<file path="src/rtl/gtlp_bus_receiver.sv">
// GTL+ bus receiver: pad synchronizer, glitch filter, edge strobes and contention flag; O lags a held pad step by
// SYNC_STAGES+FILTER_CYCLES edges, no backpressure. Define GLBL_GTS_EN to mask contention checking while glbl.GTS is high.
module gtlp_bus_receiver #(
    parameter int   SYNC_STAGES   = 2,
    parameter int   FILTER_CYCLES = 4,
    parameter logic INIT          = 1'b1
) (
    input  logic C,
    input  logic CLR,
    input  logic I,
    input  logic CE,
    input  logic T_LOCAL,
    input  logic I_LOCAL,
    input  logic ERR_CLR,
    output logic O,
    output logic RISE,
    output logic FALL,
    output logic ERR
);

    localparam logic [3:0] CNT_MAX = 4'(FILTER_CYCLES - 1);
    localparam logic [2:0] DS_MAX  = 3'(SYNC_STAGES + 1);

    logic [SYNC_STAGES-1:0] sync_q, sync_d;
    logic [3:0]             cnt_q, cnt_d;
    logic [2:0]             ds_q, ds_d;
    logic                   o_q, o_d;
    logic                   rise_q, rise_d;
    logic                   fall_q, fall_d;
    logic                   err_q, err_d;
    logic                   il_prev_q;
    logic                   s;
    logic                   gts;
    logic                   driving;
    logic                   err_set;

`ifdef GLBL_GTS_EN
    assign gts = glbl.GTS;
`else
    assign gts = 1'b0;
`endif

    assign s       = sync_q[SYNC_STAGES-1];
    assign driving = ~T_LOCAL & ~gts;
    assign err_set = (ds_q == DS_MAX) && (s != I_LOCAL) && !gts;

    always_comb begin
        sync_d = {sync_q[SYNC_STAGES-2:0], I};
        cnt_d  = cnt_q;
        o_d    = o_q;
        rise_d = 1'b0;
        fall_d = 1'b0;
        if (CE) begin
            if (s == o_q) begin
                cnt_d = 4'd0;
            end else if (cnt_q == CNT_MAX) begin
                // Strobes are registered alongside O so they line up with the new level.
                o_d    = s;
                cnt_d  = 4'd0;
                rise_d = s;
                fall_d = ~s;
            end else begin
                cnt_d = cnt_q + 4'd1;
            end
        end

        if (driving && (I_LOCAL == il_prev_q)) begin
            ds_d = (ds_q == DS_MAX) ? ds_q : ds_q + 3'd1;
        end else begin
            ds_d = 3'd0;
        end

        // A fresh contention event outranks a simultaneous clear.
        err_d = err_set | (err_q & ~ERR_CLR);
    end

    always_ff @(posedge C or posedge CLR) begin
        if (CLR) begin
            sync_q    <= {SYNC_STAGES{INIT}};
            cnt_q     <= 4'd0;
            ds_q      <= 3'd0;
            o_q       <= INIT;
            rise_q    <= 1'b0;
            fall_q    <= 1'b0;
            err_q     <= 1'b0;
            il_prev_q <= 1'b0;
        end else begin
            sync_q    <= sync_d;
            cnt_q     <= cnt_d;
            ds_q      <= ds_d;
            o_q       <= o_d;
            rise_q    <= rise_d;
            fall_q    <= fall_d;
            err_q     <= err_d;
            il_prev_q <= I_LOCAL;
        end
    end

    assign O    = o_q;
    assign RISE = rise_q;
    assign FALL = fall_q;
    assign ERR  = err_q;

endmodule

</file>
<file path="config.mk">
export PLATFORM = sky130hd
export DESIGN_NAME = gtlp_bus_receiver
export DESIGN_NICKNAME = d
export VERILOG_FILES = /design/src/rtl/gtlp_bus_receiver.sv
export SDC_FILE = /design/constraint.sdc
export NUM_CORES = 1
export LEC_CHECK = 0
export CAP_MARGIN = 30
export CORE_AREA = 4 4 41 43
export CTS_BUF_LIST = sky130_fd_sc_hd__clkbuf_8
export CTS_CLUSTER_SIZE = 10
export DETAILED_ROUTE_END_ITERATION = 8
export DIE_AREA = 0 0 45 47
export MAX_ROUTING_LAYER = met4
export PLACE_DENSITY = 0.71
export SYNTH_ARGS = -nofsm -noshare
export SYNTH_HDL_FRONTEND = slang
export SYNTH_SLANG_ARGS = --single-unit
</file>
<file path="constraint.sdc">
create_clock -name C -period 3.6 [get_ports C]
set_input_delay 0.36 -clock C [delete_from_list [all_inputs] [get_ports C]]
set_output_delay 0.36 -clock C [all_outputs]
set_load 0.005 [all_outputs]
</file>
==> results.cfg, run 1 <==
[cts]
postCtsSetupBuffers = 0
cts_resized = 0
cts_made_buffers = 3
clkLatencyLatePin_ns = 0.24
clockBufferDepth = 2
htree_num_levels = 1
clockRootBuffer = clkbuf_8
tritoncts = yes
cts.reportedPaths.clkPinSlew_ns = 0.05
cts_hold_buf = 0
cts.sink_count = 14

[timing]
min_period_ns = 1.65
finalHoldViolCount = 0
setup_violations = 0
slew_violations = 0
rsz0062_at_grt = false
final.setup.tns_ns = 0
worst_slew_pin_slew_ns = 0.504
fin_ws_ns = 1.95
relSlewSlack_pct = 66.3
min_period_over_period_pct = 45.7
fin_skew_ns = 0.000479
clock.fmax_mhz = 607

[global_route]
grtUsageTotal_pct = 13.0
use_met1_pct = 15.1
grt_pass1_wl_um = 1770
grt_max_degree = 15
grt_pass1_vias = 416
gr-total-overflow = 0
antenna_found_initial = 0
globalRouteMet3Util_pct = 4.60
met2_usage_pct = 18.6
busiest_layer = met2

[worst_setup_path]
cp.arrival_ns = 1.29
critical-path-max-stage-delay_ns = 0.54
cp_top_family = flip-flops
timing.rr.start = cnt_q[0]
startpoint = O
crit_chain = clkdlybuf4s50_1
crit_path_top_delay_cell = dfstp_2
required_ns = 3.24
worst_setup_path_start_kind = flip-flop
critPathCaptureType = primary output
cp_max_fo = 3
worstSetupPathType = flip-flop to primary output
cp_num_buf_inv = 1

[route]
routed_via_density = 4.90
initialDrtViolationCount = 2
post-route-drc-count = 0
avgRoutedWirePerCell_um = 12.3
route.vias.total = 397
ant_nets = 0
wl_um = 993
first_pass_iters = 4

[min_path]
hp-class = flip-flop to flip-flop
hp-start = sync_q[0]

[synth]
synth_top_family_by_area = simple AND/OR/NAND/NOR gates
syn_avg_cell_area_sq_um = 11.7
yosysTopAreaCellShare_pct = 45.2
synth-simple-area-share_pct = 13.3
synth_compound_area_share_pct = 8.01
synth_area_leaders = dfrtp_1 (45%), dfstp_2 (13%), ha_1 (6.2%), xor2_1 (4.3%), inv_1 (3.7%)
syn_nets = 62
netlist_area_sq_um = 609
yosys_warnings = 0
async_flop_share_pct = 100
synth_mux_area_share_pct = 3.49
synth_xor_area_share_pct = 7.19
yosysUniqueCellTypes = 21
syn-instance-count = 52
synth_top_flop_cell = dfrtp_1
synth_edf_count = 0
synthAdderAreaFrac_pct = 6.16
yosys.area.top_type = dfrtp_1
yosysSeqAreaShare_pct = 58.1
synth.ff_latch_count = 14

[status]
outcome = finished, final reports clean

[layout]
layout-drive-gt1-share_pct = 15.2
nets = 77
antenna_cells = 0
areaGrowthSynthToFinish_pct = 28.5
layout_common_cells = dfrtp_1 (11), clkdlybuf4s50_1 (10), inv_1 (6)
final_common_cell = dfrtp_1

[power]
combPwrFrac_pct = 18.2
ir_drop_uv = 305
p_sw_share_pct = 23.6
power_switching_w = 0.0000993
seq_power_share_pct = 46.5
p_int_w = 0.000321
pwr-share-clk_pct = 35.3
power_density_nw_per_um2 = 537
leakage_nw = 0.364
power.total_w = 0.000420

[floorplanning]
core-area_sq_um = 1300
std_cell_rows = 13
initial_core_util_pct = 46.8
die_y_um = 47
dieArea_sq_um = 2120
die_w_um = 45
io_pins = 11

[place]
place_hpwl_um = 739
io_buffers = 10
place_ws_ns = 2.22
gp_routability_congestion = 0.811

[job]
drv_cap = 0
## worst reg2reg max path, delay by kind of cell (launching register included)
| family | cells | cell delay (ns) |
|---|---|---|
| AND/OR/NAND/NOR | 2 | 0.36 |
| adder cells (fa/ha/maj) | 1 | 0.23 |
| multiplexers | 1 | 0.31 |
| flip-flops | 1 | 0.39 |
## registers in the layout, indices dropped and copies added (netlist names)
name       cells
RISE           1
sync_q         2
cnt_q          4
ERR            1
ds_q           3
O              1
FALL           1
il_prev_q      1
## cell usage after synthesis (2+ instances only)
master	count
a21oi_1	2
a22o_1	2
dfrtp_1	11
dfstp_2	3
ha_1	3
inv_1	6
nand2_1	3
nand3_1	2
nor2_1	5
xnor2_1	2
xor2_1	3
## final timing paths
check	endpoint	slack (ns)	cells past startpoint
min	sync_q[1]	0.36	0
min reg2reg	sync_q[1]	0.36	0
min in group asynchronous	RISE	0.46	2
max reg2reg	O	2.24	4
max	O	1.95	1
max in group asynchronous	O	2.78	2
## cell families (layout without fill, tap and decap cells)
| family | count (synthesis) | after routing |
|---|---|---|
| and+or+nand+nor | 15 | 15 |
| buffers and inverters | 6 | 20 |
| DFF | 14 | 14 |
| adders and majority gates | 3 | 3 |
| AOI/OAI and AO/OA | 7 | 7 |
| muxes | 2 | 2 |
| xor gates and xnor gates | 5 | 5 |
## layout make-up
cell class / instances / area, sq um
clock buffers: 4 / 55.1
fillers: 119 / 518
inverters: 6 / 22.5
multi-input cells: 32 / 233
flip-flops and latches: 14 / 354
well taps: 15 / 18.8
repair buffers: 10 / 100
## per-stage QoR
step	std cells	utilization, %	instance area (sq um)	hold slack (ns)
floorplan	52	-	609	0.247
global placement	77	56.0	728	0.346
detailed placement	77	56.0	728	0.353
CTS	81	60.2	783	0.359
global route	81	60.2	783	0.363
finish	81	60.2	783	0.357
## power groups by stage
stage	registers, W	clock network (W)	logic [W]
after floorplan	0.000195	0	0.0000484
after global placement	0.000197	0	0.0000740
after detailed placement	0.000198	0	0.0000767
after CTS	0.000195	0.000152	0.0000770
after global routing	0.000198	0.000162	0.0000879
final	0.000195	0.000149	0.0000765
## routing by layer
metal  up-vias  routed length (um)
li1        203                   -
met1       179                 456
met2        11                 444
met3         4                  60
met4         0                  31
met5         -                   0
Note: power is estimated with default switching activity, not from simulation.
==> run 2: changes to the inputs <==
clock period = 1.6 ns   (was 3.6 ns; I/O delays follow)
==> results.cfg, run 2 (synthesis results as in run 1) <==
[cts]
cts.reportedPaths.clkPinSlew_ns = 0.05
cts_resized = 0
cts.sink_count = 14
clockBufferDepth = 2
clkLatencyLatePin_ns = 0.24
tritoncts = yes
htree_num_levels = 1
postCtsSetupBuffers = 0
cts_made_buffers = 3
cts_hold_buf = 0
clockRootBuffer = clkbuf_8

[timing]
worst_slew_pin_slew_ns = 0.494
min_period_ns = 1.44
fin_skew_ns = 0.00796
setup_violations = 0
rsz0062_at_grt = false
min_period_over_period_pct = 89.8
clock.fmax_mhz = 696
finalHoldViolCount = 0
hold_ws_ns = 0.243
relSlewSlack_pct = 67.0
slew_violations = 0
final.setup.tns_ns = 0

[status]
outcome = finished, final reports clean

[global_route]
antenna_found_initial = 0
gr-total-overflow = 0
grt_pass1_vias = 385
grtUsageTotal_pct = 12.2
grt_pass1_wl_um = 1660
grt_max_degree = 15

[route]
first_pass_iters = 2
routed_via_density = 4.91
post-route-drc-count = 0
route.vias.total = 398
wl_met1_um = 417
top_layer = met4
wl_met3_um = 54
wl_met2_um = 438
avgRoutedWirePerCell_um = 11.4
wl_um = 925
initialDrtViolationCount = 1
ant_nets = 0

[layout]
largest_reg_flops = 4
layout_common_cells = dfrtp_1 (11), clkdlybuf4s50_1 (10), inv_1 (7)
final_common_cell = dfrtp_1
layout-drive-gt1-share_pct = 13.6
num-fill-cells = 118
areaGrowthSynthToFinish_pct = 26.9
antenna_cells = 0
multi_input_area_sq_um = 233
nets = 77
register_area_sq_um = 354
final_cells = 81
top_register = cnt_q
top_regs = cnt_q x4, ds_q x3, sync_q x2

[floorplanning]
die_w_um = 45
io_pins = 11
core-area_sq_um = 1300
initial_core_util_pct = 46.8
die_y_um = 47
dieArea_sq_um = 2120
std_cell_rows = 13

[power]
p_sw_share_pct = 24.1
leakage_nw = 0.362
seq_power_share_pct = 49.3
combPwrFrac_pct = 19.5
pwr-share-clk_pct = 31.2
power_density_nw_per_um2 = 1150
ir_drop_uv = 685
power_switching_w = 0.000214
p_int_w = 0.000674

[worst_setup_path]
cp_max_fo = 3
cp_num_buf_inv = 1
cp.arrival_ns = 1.28
critPathCaptureType = primary output
required_ns = 1.44
worstSetupPathType = flip-flop to primary output
critical-path-max-stage-delay_ns = 0.54
worst_setup_path_start_kind = flip-flop
cp_top_family = flip-flops
crit_path_top_delay_cell = dfstp_2
crit_chain = clkdlybuf4s50_1

[place]
io_buffers = 10
dp.cells = 77
place_hpwl_um = 731
gp_routability_congestion = 0.822

[min_path]
hp-class = input pin to async pin

[job]
drv_cap = 0
## run 2: cell type report
type / count / area share [%]
clock inverters: 1 / 0.485
multi-input cells: 32 / 30.1
repair buffers: 10 / 12.9
well taps: 15 / 2.43
flip-flops and latches: 14 / 45.8
inverters: 6 / 2.91
clock buffers: 3 / 5.34
## run 2: stage by stage
step	utilization, %	total power, W	cell area (sq um)	setup slack [ns]
after floorplan	-	0.000548	609	0.383
after global placement	56.0	0.000611	728	0.352
after detailed placement	56.0	0.000618	728	0.296
after CTS	59.4	0.000901	773	0.151
after global routing	59.4	0.000954	773	0.119
final	59.4	0.000888	773	0.164
## run 2: worst paths after layout
| path | startpoint | to | slack (ns) | depth (start not counted) |
|---|---|---|---|---|
| min in group C | I | sync_q[0] | 0.33 | 1 |
| min reg2reg | sync_q[0] | sync_q[1] | 0.35 | 0 |
| max in group asynchronous | CLR | O | 0.99 | 2 |
| min | CLR | cnt_q[2] | 0.24 | 2 |
| max reg2reg | cnt_q[0] | O | 0.29 | 4 |
| max | O | O | 0.16 | 1 |
## run 2: layer usage
layer  global-route usage (%)  vias to the layer above
met2                     16.7                        8
met5                        -                        -
met1                     14.0                      187
met4                     8.77                        0
met3                     5.75                        2
li1                         -                      201
## run 2: power by group through the flow
stage          registers [W]  logic [W]  clock network (W)
4_1_cts             0.000437   0.000177           0.000286
2_1_floorplan       0.000439   0.000109                  0
3_3_place_gp        0.000441   0.000170                  0
6_report            0.000438   0.000174           0.000277
3_5_place_dp        0.000443   0.000175                  0
5_1_grt             0.000444   0.000200           0.000310
